File: src/rtl/regfile_wb_arbiter.sv
// regfile_wb_arbiter: two-requester round-robin write-back arbiter with a registered write port and a pending-write scoreboard
module regfile_wb_arbiter #(
  parameter int DATA_W = 32,
  parameter int AW = 5
) (
  input  logic              clk,
  input  logic              rst_n,
  input  logic              wb_stall,
  input  logic              req0_valid,
  input  logic [AW-1:0]     req0_reg,
  input  logic [DATA_W-1:0] req0_data,
  output logic              req0_ready,
  input  logic              req1_valid,
  input  logic [AW-1:0]     req1_reg,
  input  logic [DATA_W-1:0] req1_data,
  output logic              req1_ready,
  input  logic              sb_set,
  input  logic [AW-1:0]     sb_set_reg,
  output logic              RegWrite,
  output logic [AW-1:0]     Wreg,
  output logic [DATA_W-1:0] Wdata,
  output logic [2**AW-1:0]  busy
);
  logic              ptr;
  logic              grant;
  logic [AW-1:0]     g_reg;
  logic [DATA_W-1:0] g_data;
  logic [2**AW-1:0]  busy_nx;
  always_comb begin
    req0_ready = rst_n & ~wb_stall & req0_valid & (~req1_valid | ~ptr);
    req1_ready = rst_n & ~wb_stall & req1_valid & (~req0_valid | ptr);
    grant = req0_ready | req1_ready;
    g_reg = req1_ready ? req1_reg : req0_reg;
    g_data = req1_ready ? req1_data : req0_data;
    busy_nx = busy;
    if (RegWrite) busy_nx[Wreg] = 1'b0;
    // set is applied after clear so a same-edge set on the written register wins
    if (sb_set) busy_nx[sb_set_reg] = 1'b1;
    busy_nx[0] = 1'b0;
  end
  always_ff @(posedge clk or negedge rst_n) begin
    if (!rst_n) begin
      ptr <= 1'b0;
      RegWrite <= 1'b0;
      Wreg <= '0;
      Wdata <= '0;
      busy <= '0;
    end else begin
      RegWrite <= grant && (g_reg != '0);
      if (grant) begin
        Wreg <= g_reg;
        Wdata <= g_data;
        ptr <= req0_ready;
      end
      busy <= busy_nx;
    end
  end
endmodule
File: config.mk
export PLATFORM = sky130hd
export DESIGN_NAME = regfile_wb_arbiter
export DESIGN_NICKNAME = d
export VERILOG_FILES = /design/src/rtl/regfile_wb_arbiter.sv
export SDC_FILE = /design/constraint.sdc
export NUM_CORES = 1
export LEC_CHECK = 0
export ABC_AREA = 1
export ABC_CLOCK_PERIOD_IN_PS = 1100
export CAP_MARGIN = 20
export CORE_AREA = 2 2 96 98
export CTS_CLUSTER_SIZE = 40
export DETAILED_ROUTE_END_ITERATION = 7
export DIE_AREA = 0 0 98 100
export GPL_ROUTABILITY_DRIVEN = 0
export GPL_TIMING_DRIVEN = 0
export HOLD_SLACK_MARGIN = 0.08
export PLACE_DENSITY_LB_ADDON = 0.08
export SYNTH_ARGS = -nofsm -noshare
export SYNTH_HDL_FRONTEND = slang
export SYNTH_SLANG_ARGS = --single-unit
File: constraint.sdc
create_clock -name clk -period 1.1 [get_ports clk]
set_input_delay 0.165 -clock clk [delete_from_list [all_inputs] [get_ports clk]]
set_output_delay 0.165 -clock clk [all_outputs]
set_load 0.05 [all_outputs]
# Yosys cells after proc, flatten, opt, wreduce, memory -nomap -nowiden
# Cells that the tools add are included.
# op_classes
reduce_logical,4
magnitude_cmp,4
n_mux,8
bitwise_logic,15
# op_table
op,n
$mux 32,3
$and 32x32->32,1
$not 32->32,1
$or 32x32->32,1
$lt 5x6->1 const B,2
$demux 1 s5,2
$ge 5x1->1 const B,2
$and 1x1->1,5
$mux 5,1
$reduce_bool 5->1,1
$not 1->1,4
$logic_and 1x1->1,3
$or 1x1->1,3
$mux 1,2
# word_totals
wordCells,36
regBits,70
inputBits,85

# Logic depth before layout (Yosys ltp)
# depth
ltp_word,9
depth_mapped,9
mapped_depth_nobuf,8

# Least setup slack after synthesis
# No wires, ideal clock.
# synth_timing
path_type,register to register
from,register Wreg[1]
to,register busy[11]
required_time_ns,0.969
slack_ns,-0.207
setup_time_ns,0.131
arrival_time_ns,1.176
path_stages_with_launch,4
cell_sequence,dfrtp_1 > nand3_1 > o21ai_0 > o21ai_0
# synth_between
elab_chain_cells,9
# synth_rtl
element,line_no,rtl
from (decl),20,"output logic [AW-1:0] Wreg,"
from (signal assigned),51,Wreg <= g_reg;
$lt 5x6->1 (implied by the code) / $ge 5x1->1 (equally long branches),36,if (RegWrite) busy_nx[Wreg] = 1'b0;
$logic_and 1x1->1 (implied by the code),36,
$mux 1 (implied by the code),36,
$demux 1 s5 *,36,
$not 32->32 (no line) *,n/a,
$and 32x32->32 (no line) *,n/a,
$mux 32 *,36,
$or 32x32->32 (no line),n/a,
$mux 32 *,38,if (sb_set) busy_nx[sb_set_reg] = 1'b1;
named net busy_nx[11],28,logic [2**AW-1:0] busy_nx;
to (signal assigned),55,busy <= busy_nx;
to (decl),22,output logic [2**AW-1:0] busy
# Mark *: on every way through the listed nets, which the timed path passes. The rest lies on a longest branch.
# A chain may end at the register's enable or synchronous reset.

# Worst setup path after layout
# layout_timing
from,register ptr
to,output port req1_ready
# layout_between
elab_chain_cells,2
# layout_rtl
element,line_no,rtl
from (decl),24,logic ptr;
from (signal assigned),53,ptr <= req0_ready;
$or 1x1->1,31,req1_ready = rst_n & ~wb_stall & req1_valid & (~req0_valid | ptr);
$and 1x1->1,31,
to (decl),16,"output logic req1_ready,"
# Every way passes these cells.

==> results.yml <==
floorplan:
  start_util_pct: 36.0
  rows: 35
  fp.dieW_um: 98
  dieArea_um2: 9800
  core-area_um2: 8890
  fp.dieH_um: 100
  ios: 157
placement:
  dp.cells: 624
  post-dp-hpwl_um: 7200
  placed_cell_area_um2: 4940
  port_buffers: 155
clocking:
  clk_pin_slew_ps: 80
  clock-sinks: 70
  cts_buffer_depth: 2
  insertion_delay_ps: 360
  htree_levels: 3
  clockRootBuffer: "clkbuf_8"
  cts_buffers: 9
  cts_tree: "yes"
sta:
  period_share_pct: 132
  setup-violations-final: 75
  max_freq_mhz: 688
  rsz0062_at_grt: "true"
  hold_viol: 70
  fin_hold_ws_ps: -346
  setup_ws_ps: -353
  finClkSkew_ps: 14.9
  slew_violations: 0
  period_needed_ps: 1450
synth:
  synthTopCellsByArea: "dfrtp_1 (55%), o21ai_0 (13%), o21ai_1 (7.5%), nand2_1 (5.4%), nor2_1 (4.0%)"
  ys_ff_latch: 70
  synth_flop_cell: "dfrtp_1"
  synth_edf_count: 0
  yosys.area.top_type: "dfrtp_1"
  yosysWarnings: 0
  yosys-top-cells-count: "o21ai_0 (82), dfrtp_1 (70), o21ai_1 (48)"
  synth_seq_area_share_pct: 54.8
  synthCells: 357
  synth_top_area_share_pct: 54.8
  syn_area_um2: 3200
  synth_nets: 442
  ys_types: 22
  syn_avg_cell_area_um2: 8.96
  synth.most_common_cell: "o21ai_0"
  async_flop_share_pct: 100
drt:
  first_pass_iters: 4
  ant_nets: 0
  drtIter0Drc: 107
  routed_wl_um: 10700
  avgRoutedWirePerCell_um: 15.6
  viasPerCell: 4.94
  drcViolationCount: 0
  via_count: 3395
global_routing:
  grt_usage_pct: 21.4
  grt_max_degree: 46
  first_global_vias: 3296
  antenna_found_initial: 0
  grt_pass1_wl_um: 16500
  overflow: 0
power_and_ir_drop:
  ir_worst_vdd_mv: 0.860
  power_density_nw_per_um2: 2320
  p_leak_nw: 2.56
  finalPower_mw: 13.9
layout:
  diodes: 0
  drive_gt1_share_pct: 37.7
  stdcell_area_um2: 5990
  stdcell_count: 687
  areaGrowthSynthToFinish_pct: 87.2
  nNetsFinal: 656
  utilization_pct: 67.3
worst_setup_path:
  end_kind: "output port"
  cp.required_ps: 940
  worstSetupPathType: "flop to output port"
  crit_fanout: 3
  critPathArrivalTime_ps: 1290
  startpoint_type: "flop"
run:
  maxCapViolations: 0
hold_path:
  hold_path_class: "input pin to async pin"
run_status:
  violations: "negative hold slack, negative setup slack"
  status: "finished with violations"
## metrics by stage
stage	worst slack, ps	TNS (ps)
6_report	-353	-11150
5_1_grt	-411	-17390
4_1_cts	-343	-9580
3_5_place_dp	-1220	-43790
3_3_place_gp	-4050	-347030
2_1_floorplan	-77.5	-924
## cell families after synthesis
| family | count (synthesis) | synth area share [%] |
|---|---|---|
| other | 1 | 0.117 |
| AND/OR/NAND/NOR | 114 | 15.8 |
| flip-flops | 70 | 54.8 |
| buffers and inverters | 38 | 7.82 |
| AO/OA/AOI/OAI | 134 | 21.4 |
## area by class of cell
cell class / instances / area [um^2]
clock inverter: 5 / 82.6
clock buffer: 11 / 141
sequential: 70 / 1760
inverter: 23 / 114
multi-input combinational: 249 / 1470
tap: 111 / 139
buffer: 15 / 189
fill: 744 / 2900
timing repair buffer: 203 / 2090
## worst paths after layout
check / cells after the start / slack [ps] / to / start
min: 1 / -350 / busy[15] / rst_n
max: 6 / -350 / req1_ready / ptr
max reg2reg: 9 / -310 / Wdata[20] / ptr
min reg2reg: 2 / 510 / Wdata[31] / Wdata[31]
max in group asynchronous: 2 / 920 / Wreg[1] / rst_n
min in group clk: 3 / 390 / Wdata[29] / req0_data[29]
## flip-flops by register name, summed over array words and instances (netlist names)
register	count
Wreg	5
Wdata	32
ptr	1
RegWrite	1
busy	31
## cell usage in the layout (no fill, tap or decap), drive strengths merged, types with 4 or more instances in the layout
master / n
buf: 133
clkbuf: 12
clkdlybuf4s50: 83
clkinv: 4
dfrtp: 70
inv: 22
nand2: 49
nand3: 27
nor2: 35
o21ai: 134
## where the power goes
part	switching, mW	internal (mW)
Clock	1.04	1.35
Combinational	4.42	3.00
Sequential	0.690	3.37
## metal layers
metal / global-route usage, % / wire (um) / up-vias
li1: - / - / 1653
met1: 25.0 / 4110 / 1601
met2: 36.6 / 5620 / 125
met3: 7.03 / 791 / 16
met4: 8.55 / 211 / 0
met5: 0 / 0 / -
## worst max-delay path, cell delays in order, from the launching register on
cell	delay, ps
dfrtp_1	400
inv_2	90
nand2_4	60
nand3_4	100
inv_6	40
buf_8	110
buf_8	140
## what timing repair did
| item | CTS | global route |
|---|---|---|
| buffers inserted | 18 | 27 |
| endpoints found under the hold margin | 70 | 70 |
| gates resized for setup | 538 | 107 |
| setup endpoints to repair | 135 | 139 |
| cloned | 1 | 1 |
| pin swaps | 0 | 31 |
Power figures use the tool's default switching activity.
